File: config.mk
export PLATFORM = sky130hd
export DESIGN_NAME = io_bus_ctrl
export DESIGN_NICKNAME = d
export VERILOG_FILES = /design/src/rtl/io_bus_pkg.sv /design/src/rtl/io_rr_arb2.sv /design/src/rtl/io_bus_ctrl.sv
export SDC_FILE = /design/constraint.sdc
export NUM_CORES = 1
export LEC_CHECK = 0
export ABC_AREA = 1
export BUFFER_PORTS_ARGS = -buffer_cell sky130_fd_sc_hd__buf_4
export CORE_ASPECT_RATIO = 0.9
export CORE_MARGIN = 3
export CORE_UTILIZATION = 35
export CTS_CLUSTER_DIAMETER = 40
export DETAILED_ROUTE_END_ITERATION = 10
export GPL_TIMING_DRIVEN = 0
export SYNTH_ARGS = -nofsm -noshare
export SYNTH_HDL_FRONTEND = slang
export SYNTH_HIERARCHICAL = 1
export SYNTH_SLANG_ARGS = --single-unit
File: constraint.sdc
create_clock -name CLK -period 2.76 [get_ports CLK]
set_input_delay 0.138 -clock CLK [delete_from_list [all_inputs] [get_ports CLK]]
set_output_delay 0.138 -clock CLK [all_outputs]
set_load 0.05 [all_outputs]
File: src/rtl/io_bus_pkg.sv
// rtl/io_bus_pkg.sv - shared types and constants for the IO bus controller
package io_bus_pkg;

    typedef enum logic [1:0] {
        IDLE   = 2'd0,
        SETUP  = 2'd1,
        STROBE = 2'd2,
        HOLD   = 2'd3
    } state_t;

    localparam int WAIT_W = 3;
    localparam logic [15:0] CONSOLE_ADDR_DEF = 16'd2222;

endpackage

File: src/rtl/io_rr_arb2.sv
// rtl/io_rr_arb2.sv - combinational 2-way round-robin arbiter
module io_rr_arb2 (
    input  logic [1:0] req,
    input  logic       last_grant,
    output logic       grant,
    output logic       grant_valid
);

    // On a tie the requester that did not win last time goes next.
    always_comb begin
        grant_valid = |req;
        if (&req) begin
            grant = ~last_grant;
        end else begin
            grant = req[1];
        end
    end

endmodule

File: src/rtl/io_bus_ctrl.sv
// rtl/io_bus_ctrl.sv - two-requester IO bus sequencer with nCS/nOE/nWE strobes
// Optional console port snooping enabled by IO_CONSOLE_EN.
module io_bus_ctrl
    import io_bus_pkg::*;
#(
    parameter int WAIT_STATES = 1
`ifdef IO_CONSOLE_EN
    ,
    parameter logic [15:0] CONSOLE_ADDR = CONSOLE_ADDR_DEF
`endif
) (
    input  logic        CLK,
    input  logic        nRESET,
    input  logic        req0,
    input  logic        req1,
    input  logic        we0,
    input  logic        we1,
    input  logic [15:0] addr0,
    input  logic [15:0] addr1,
    input  logic [7:0]  wdata0,
    input  logic [7:0]  wdata1,
    output logic        ack0,
    output logic        ack1,
    output logic [7:0]  rdata,
    output logic        busy,
    output logic [15:0] IO_A,
    output logic [7:0]  IO_D_out,
    output logic        IO_D_oe,
    input  logic [7:0]  IO_D_in,
    output logic        nCS,
    output logic        nOE,
    output logic        nWE,
    output logic        con_valid,
    output logic [7:0]  con_char
);

    localparam logic [WAIT_W-1:0] WS = WAIT_STATES[WAIT_W-1:0];

    state_t            state;
    logic [WAIT_W-1:0] cnt;
    logic              we_r;
    logic              gnt_r;
    logic              last_grant;
    logic              grant;
    logic              grant_valid;

    io_rr_arb2 u_arb (
        .req         ({req1, req0}),
        .last_grant  (last_grant),
        .grant       (grant),
        .grant_valid (grant_valid)
    );

    assign busy = (state != IDLE);

`ifndef IO_CONSOLE_EN
    assign con_valid = 1'b0;
    assign con_char  = 8'h00;
`endif

    always_ff @(posedge CLK or negedge nRESET) begin
        if (!nRESET) begin
            state      <= IDLE;
            cnt        <= '0;
            we_r       <= 1'b0;
            gnt_r      <= 1'b0;
            last_grant <= 1'b1;
            IO_A       <= 16'h0000;
            IO_D_out   <= 8'h00;
            IO_D_oe    <= 1'b0;
            nCS        <= 1'b1;
            nOE        <= 1'b1;
            nWE        <= 1'b1;
            ack0       <= 1'b0;
            ack1       <= 1'b0;
            rdata      <= 8'h00;
`ifdef IO_CONSOLE_EN
            con_valid  <= 1'b0;
            con_char   <= 8'h00;
`endif
        end else begin
            case (state)
                IDLE: begin
                    if (grant_valid) begin
                        state      <= SETUP;
                        gnt_r      <= grant;
                        last_grant <= grant;
                        cnt        <= WS;
                        nCS        <= 1'b0;
                        if (grant) begin
                            IO_A     <= addr1;
                            IO_D_out <= wdata1;
                            we_r     <= we1;
                            IO_D_oe  <= we1;
                        end else begin
                            IO_A     <= addr0;
                            IO_D_out <= wdata0;
                            we_r     <= we0;
                            IO_D_oe  <= we0;
                        end
                    end
                end
                SETUP: begin
                    state <= STROBE;
                    nOE   <= we_r;
                    nWE   <= ~we_r;
                end
                STROBE: begin
                    if (cnt == '0) begin
                        state   <= HOLD;
                        nCS     <= 1'b1;
                        nOE     <= 1'b1;
                        nWE     <= 1'b1;
                        IO_D_oe <= 1'b0;
                        ack0    <= ~gnt_r;
                        ack1    <= gnt_r;
                        if (!we_r) begin
                            rdata <= IO_D_in;
                        end
`ifdef IO_CONSOLE_EN
                        if (we_r && (IO_A == CONSOLE_ADDR)) begin
                            con_valid <= 1'b1;
                            con_char  <= IO_D_out;
                        end
`endif
                    end else begin
                        cnt <= cnt - 1'b1;
                    end
                end
                HOLD: begin
                    state <= IDLE;
                    ack0  <= 1'b0;
                    ack1  <= 1'b0;
`ifdef IO_CONSOLE_EN
                    con_valid <= 1'b0;
`endif
                end
                default: state <= IDLE;
            endcase
        end
    end

endmodule

* Word-level counts from Yosys, hierarchy flattened
Index checks and enable logic that the tools add are counted.
Widths: inputs -> output; s select.
** Cells by class
- $add $sub $neg :: 1
- Eq/ne operators :: 6
- Mux-type cells :: 22
- Bitwise operators :: 3
- Reduce and logical (&&, ||, !) cells :: 15
** Operator list (count)
- $mux 16 :: 1
- $pmux 1 s2 :: 6
- $reduce_and 2->1 :: 5
- $reduce_and 3->1 :: 3
- $mux 1 :: 8
- $mux 8 :: 1
- $pmux 2 s4 :: 1
- $reduce_bool 2->1 :: 4
- $mux 3 :: 2
- $ne 2x2->1 const B :: 3
- $pmux 3 s2 :: 1
- $eq 2x2->1 const B :: 2
- $mux 2 :: 2
- $logic_not 3->1 :: 1
- $not 1->1 :: 3
- $sub 3x1->3 const B :: 1
- $eq 2x1->1 const B :: 1
- $logic_not 2->1 :: 1
- $reduce_or 2->1 :: 1
** Storage, ports and cells
- Register bits :: 46
- Input port bits :: 62

* Depth between registers and ports, before layout
Gate-level depths: netlist of the first run.
- Word-level depth :: 5
- Gate-level depth with buffers :: 8

* Hierarchy
The synthesis of the first run kept the hierarchy.
** Modules (own cells, without submodules)
- io_bus_ctrl :: instances 1, cells an instance 267, area an instance 2387.3 um2, seq. area each 1156.1 um2
- io_rr_arb2 :: instances 1, cells an instance 3, area an instance 15.0 um2, seq. area each 0.0 um2

* Least setup slack after synthesis of the first run
No wires, ideal clock.
- Kind :: reg2reg
- Start point :: reg state[0]
- End point :: reg IO_D_oe
- Arrival time :: 1.446 ns
- Required time :: 2.638 ns
- Slack :: 1.191 ns
- Cell stages (with the launch flop) :: 9
- Path buffers :: 0
- Cells stage by stage :: dfrtp_1 -> inv_1 -> ha_1 -> inv_1 -> nand2_1 -> nand2_2 -> nand2_1 -> nand2_1 -> o21ai_1
** On the way
- Word-level cells in the longest chain between the ends :: 3
- Elaborated cells between the ends (all ways) :: 7
** Ends and longest elaborated chain
- from (decl) :: RTL line io_bus_ctrl.sv:39 : state_t state;
- from (signal assigned) :: RTL line io_bus_ctrl.sv:63 : state <= IDLE;
- from (signal assigned) :: RTL line io_bus_ctrl.sv:85 : state <= SETUP;
- from (signal assigned) :: RTL line io_bus_ctrl.sv:104 : state <= STROBE;
- $eq 2x2->1 / $logic_not 2->1 (equally long branches) :: RTL line io_bus_ctrl.sv:82 : case (state)
- $ne 2x2->1 (no line) / $reduce_bool 2->1 (equally long branches)
- $reduce_and 3->1 (no line)
- to (signal assigned) :: RTL line io_bus_ctrl.sv:94 : IO_D_oe <= we1;
- to (signal assigned) :: RTL line io_bus_ctrl.sv:99 : IO_D_oe <= we0;
- to (decl) :: RTL line io_bus_ctrl.sv:28 : output logic IO_D_oe,
Several ways; a longest one is shown, not always the timed one.
A chain may end at the register's enable or synchronous reset.

* Final worst setup path of the first run
- Start point :: reg state[0]
- End point :: out busy
** On the way
- Word-level cells in the longest chain between the ends :: 1
** Ends and longest elaborated chain
- $reduce_bool 2->1 :: RTL line io_bus_ctrl.sv:54 : assign busy = (state != IDLE);
- to (decl) :: RTL line io_bus_ctrl.sv:25 : output logic busy,
Every way passes these cells.

==> results of run 1 <==
-- synth_stat cells --
master and n:
nor2_8 1, a21oi_1 23, nand2_1 73, conb_1 1, buf_2 2, ha_1 7
nand3_1 6, inv_2 1, o21ai_0 7, buf_6 7, o21ai_1 3, nand2_2 1
dfstp_2 4, inv_6 1, nand2_4 1, nand3_4 1, a21oi_2 28, buf_4 10
or2_1 2, nor2_1 28, inv_1 17, inv_4 2, dfrtp_1 42, o211ai_1 2
-- state kept, by name, summed over array words and instances, names as in the netlist --
name	count
IO_A	16
IO_D_oe	1
IO_D_out	8
ack0	1
ack1	1
cnt	3
gnt_r	1
last_grant	1
nCS	1
nOE	1
nWE	1
rdata	8
state	2
we_r	1
-- tightest hold or removal path: cells and delay by family --
family | cells | cell delay [ns]
buffers and inverters | 1 | 0.08
AND/OR/NAND/NOR | 2 | 0.09
-- area by class of cell --
type	count	area, µm²
inverter	21	88.8
clock inverter	1	5.00
clock buffer	7	86.3
timing repair buffer	101	761
fill	627	2990
multi-input combinational	192	1020
sequential	46	1160
buffer	19	164
tap	87	109
-- cells by family (layout without fill, tap and decap cells) --
kind of cell	after synthesis	count (layout)	share of synthesized area, %
adder cells (fa/ha/maj)	7	7	3.65
AO/OA/AOI/OAI	63	63	17.7
flip-flops	46	46	48.1
buffers and inverters	40	149	10.5
other	1	9	0.156
AND/OR/NAND/NOR	113	113	19.8
-- power by group --
group          total (mW)  internal, mW  switching (mW)
sequential           1.21          1.02           0.193
clock               0.427         0.202           0.225
combinational        2.72         0.863            1.86
-- cell usage in the layout (no fill, tap or decap), types with 2 or more instances in the layout --
cell,synthesis,final
a21oi_1,23,23
a21oi_2,28,28
buf_2,2,2
buf_4,10,110
buf_6,7,7
clkbuf_8,0,6
conb_1,1,9
dfrtp_1,42,42
dfstp_2,4,4
ha_1,7,7
inv_1,17,17
inv_4,2,2
nand2_1,73,73
nand3_1,6,6
nor2_1,28,28
o211ai_1,2,2
o21ai_0,7,7
o21ai_1,3,3
or2_1,2,2
-- final timing paths --
| kind | from | to | slack (ns) | cells past startpoint |
|---|---|---|---|---|
| hold reg to reg | rdata[2] | rdata[2] | 0.48 | 2 |
| setup reg to reg | state[0] | rdata[3] | 1.28 | 8 |
| setup / recovery | state[0] | busy | 1.27 | 4 |
| hold / removal | IO_D_in[4] | rdata[4] | 0.04 | 3 |
| min in group asynchronous | nRESET | state[0] | 0.37 | 2 |
| max in group asynchronous | nRESET | IO_A[2] | 1.96 | 2 |
-- per-layer routing --
| layer | track usage (%) | vias to the layer above | share of wire (%) |
|---|---|---|---|
| li1 | - | 1073 | - |
| met1 | 19.1 | 940 | 42 |
| met2 | 26.0 | 69 | 47 |
| met3 | 6.90 | 5 | 10 |
| met4 | 3.60 | 0 | 0.92 |
| met5 | 0 | - | 0 |
-- through the flow --
step | std cells | utilization, % | hold WS [ns] | setup WS (ns)
3_5_place_dp | 465 | 51.6 | 0.196 | 1.27
3_3_place_gp | 465 | 51.6 | 0.190 | 1.30
5_1_grt | 474 | 53.1 | 0.0418 | 1.12
6_report | 474 | 53.1 | 0.0416 | 1.27
4_1_cts | 474 | 53.1 | 0.0291 | 1.24
2_1_floorplan | 278 | - | -0.158 | 1.19
==> impl_metrics.csv, run 1 <==
group,metric,value,unit
run_status,status,"finished, final reports clean",
critical_path,max_stage_delay,0.42,ns
critical_path,cpLargestDelayFamily,"flip-flops",
sta,finClkSkew,0.00745,ns
grt,grt_max_degree,47,
clocking,numCtsBuffers,5,
critical_path,path_buf_inv,3,
synth,synth.distinct_cells,24,
synth,synth_area,2400,µm²
critical_path,crit_chain,"inv_1 -> ha_1 -> inv_1 -> buf_4",
cells_and_area,layout.nets,455,
floorplan,start_util,37.6,%
route,drt-initial-drc-count,54,
synth,synth_seq_cells,46,
critical_path,cp_common_cell,"inv_1",
route,drc,0,
cells_and_area,stdcell_area,3390,µm²
clocking,postCtsHoldBufs,1,
synth,synth_top_cell_area_share,43.8,%
grt,antenna_found_initial,0,
power,ir_drop,521,µV
synth,netlist_top_cells_area,"dfrtp_1 (44%), nand2_1 (11%), a21oi_2 (10%)",
clocking,cts_repair_resize_count,0,
sta,fin_crit_sh,54.1,%
placement,place_congestion,0.734,
clocking,cts.sinks,46,
grt,grt_pass1_vias,2073,
synth,seq_area_frac_synth,48.1,%
route,drtAntennaViolNets,0,
floorplan,rows,27,
placement,io_buffer_count,100,
critical_path,critical_path_class,"reg2out",
critical_path,crit_required,2.62,ns
grt,grt_pass1_wl,9930,µm
route,firstDrtPassIters,4,
route,via_per_inst,4.40,
floorplan,die_area,7900,µm²
sta,relSlewSlack,60.3,%
sta,rsz0062_at_grt,"no",
sta,fin_crit,1.49,ns
clocking,clockRootBuffer,"clkbuf_8",
clocking,cts_setup_buffers,0,
synth,syn_avg_cell_area,8.90,µm²
floorplan,fp.coreArea,6380,µm²
power,power_density,1290,nW/µm²
sta,slew_violations,0,
floorplan,die_h,84.6,µm
clocking,path_clk_slew,0.09,ns
run,maxCapViolCount,0,
placement,hpwl,4540,µm
synth,netlist_instances,270,
grt,overflow,0,
synth,synth_area_leader_cell,"dfrtp_1",
route,via_count,2087,
route,routed_wl,5990,µm
critical_path,slowest_stage,"dfrtp_1",
power,leakage,1.71,nW
clocking,cts_tree,"yes",
sta,tightest_slew,0.596,ns
sta,fmax,0.669,GHz
cells_and_area,area_delta_synth_final,41.2,%
critical_path,start_kind,"register",
critical_path,endpoint_kind,"primary output",
sta,hold_viol_final,0,
floorplan,die_w,93.3,µm
cells_and_area,num_antenna_cells,0,
cells_and_area,drive_gt1_share,42.9,%
clocking,clk_latency,0.29,ns
sta,fin_tns_setup,0,ns
critical_path,crit_arrival,1.36,ns
route,wire_per_inst,12.6,µm
power,power,4.37,mW
grt,grt_use_total,15.8,%
critical_path,cp_max_fo,4,
sta,setup_violations,0,
synth,yosysWarnings,6,
floorplan,io_pins,110,
placement,placed_cell_area,3290,µm²
clocking,htree_levels,2,
clocking,cts_buffer_depth,2,
hold_path,hold_path_class,"in2reg",
Note: power is estimated with default switching activity, not from simulation.
==> inputs of run 2 (changes only) <==
PLACE_DENSITY = 0.65   (was not set)
clock period = 1.3 ns   (was 2.76 ns; I/O delays follow)
==> impl_metrics.csv, run 2 (synthesis results as in run 1) <==
group,metric,value,unit
run_status,status,"finished with violations",
run_status,violations,"negative setup slack",
hold_path,hold-path-cell-count,3,
critical_path,r2r_start,"state[1]",
sta,fin_ws,-0.0443,ns
route,drtAntennaViolNets,0,
clocking,clk_latency,0.30,ns
grt,grt_use_total,15.9,%
sta,fin_crit_sh,103,%
cells_and_area,layout.nets,484,
sta,setup_violations,24,
critical_path,max_stage_delay,0.45,ns
critical_path,crit_required,1.24,ns
critical_path,crit_arrival,1.28,ns
sta,fmax,0.744,GHz
critical_path,r2r_cells,7,
route,drc,0,
critical_path,r2r-end,"IO_D_out[3]",
clocking,htree_levels,2,
floorplan,die_h,84.6,µm
sta,hold_viol_final,0,
hold_path,hold_path_class,"in2reg",
placement,place_congestion,0.744,
sta,tightest_slew,0.583,ns
sta,relSlewSlack,61.1,%
critical_path,path_buf_inv,3,
grt,grt_max_degree,47,
power,power_density,2730,nW/µm²
sta,fin_crit,1.34,ns
critical_path,crit_start,"state[1]",
cells_and_area,area_delta_synth_final,74.7,%
critical_path,slowest_stage,"dfrtp_2",
cells_and_area,drive_gt1_share,61.3,%
power,ir_drop,1310,µV
route,wire_per_inst,13.4,µm
route,via_count,2293,
floorplan,fp.coreArea,6380,µm²
floorplan,io_pins,110,
clocking,numCtsBuffers,5,
critical_path,rrSetupSlack,-0.04,ns
critical_path,cpLargestDelayFamily,"flip-flops",
grt,grt_pass1_vias,2166,
route,via_per_inst,4.56,
route,drt-initial-drc-count,75,
clocking,cts_buffer_depth,2,
critical_path,critical_path_class,"reg2out",
floorplan,start_util,37.6,%
cells_and_area,max_flop_register,"IO_A",
critical_path,crit_chain,"inv_2 -> ha_4 -> clkinvlp_4 -> buf_6",
sta,hold_ws,0.0229,ns
grt,grt_pass1_wl,10100,µm
placement,io_buffer_count,100,
critical_path,start_kind,"register",
route,routed_wl,6760,µm
cells_and_area,fin_util,65.7,%
power,leakage,1.94,nW
clocking,cts_tree,"yes",
floorplan,die_w,93.3,µm
grt,antenna_found_initial,0,
floorplan,die_area,7900,µm²
critical_path,endpoint_kind,"primary output",
placement,place_ws,-0.207,ns
run,maxCapViolCount,0,
cells_and_area,num_antenna_cells,0,
sta,finClkSkew,0.00486,ns
sta,rsz0062_at_grt,"yes",
clocking,clockRootBuffer,"clkbuf_8",
floorplan,rows,27,
hold_path,min_to,"IO_A[2]",
route,firstDrtPassIters,4,
sta,slew_violations,0,
placement,hpwl,4610,µm
cells_and_area,top_regs,"IO_A: 16 flops, IO_D_out: 8 flops, rdata: 8 flops",
hold_path,min_from,"addr1[2]",
clocking,cts.sinks,46,
cells_and_area,largest_register_ffs,16,
critical_path,cp_max_fo,4,
grt,overflow,0,
cells_and_area,layout_common_cells,"buf_4 (117), nand2_1 (62), a21oi_2 (42)",
clocking,path_clk_slew,0.08,ns
cells_and_area,final_common_cell,"buf_4",
[run 2: cell types whose count changed in the layout (fill, tap and decap cells not counted), sizes merged]
cell,previous run,this run
clkbuf,7,11
bufinv,0,1
clkinvlp,0,1
buf,119,134
dlygate4sd3,1,10
inv,21,19
nor2,29,30
[run 2: where the power goes]
group,internal (mW),switching [mW],total [mW]
combinational,2.96,4.65,7.61
sequential,2.18,0.584,2.76
clock,0.627,0.480,1.11
total,5.76,5.72,11.5
[run 2: how the worst max path moves through the flow]
stage | to | cells past startpoint
after floorplan | IO_D_oe | 8
after global placement | rdata[0] | 8
after detailed placement | rdata[1] | 8
after CTS | busy | 4
after global routing | cnt[0] | 7
final | busy | 4
[run 2: worst reg2reg max path, cell delays in order, from the launching register on]
cell and delay (ns):
dfrtp_2 0.41, inv_2 0.06, ha_4 0.19, nand2_8 0.15, clkinv_8 0.11, buf_12 0.17, nor2_4 0.11, a21oi_2 0.03
[run 2: layer usage]
metal / vias to the layer above / wire, µm / GRT usage (%)
met5: - / 0 / 0
met4: 0 / 45 / 3.60
met3: 5 / 511 / 5.38
met2: 67 / 3420 / 26.2
met1: 1080 / 2780 / 20.2
li1: 1141 / - / -
[run 2: through the flow]
step / instance area (µm²) / power [mW] / std cells / TNS, ns
global route: 4200 / 12.2 / 503 / -2.81
global placement: 3310 / 8.46 / 465 / -1.95
finish: 4200 / 11.5 / 503 / -0.470
CTS: 3770 / 10.4 / 498 / -0.566
detailed placement: 3310 / 8.56 / 465 / -2.69
floorplan: 2450 / 6.85 / 278 / -0.671
[run 2: cell type report]
cell class | instances | area [µm²]
Buffer | 18 | 214
Clock buffer | 7 | 86.3
Clock inverter | 1 | 30.0
Fill cell | 531 | 2190
Inverter | 21 | 110
Multi-Input combinational cell | 193 | 1410
Sequential cell | 46 | 1160
Tap cell | 87 | 109
Timing Repair Buffer | 130 | 1090
[run 2: repair_timing]
item	in CTS	in global routing
setup buffers	14	4
endpoints found under the hold margin	51	0
hold buffers	10	0
resized for setup	32	94
endpoints found under the setup margin	41	46
cloned	1	2
pin swaps	5	13
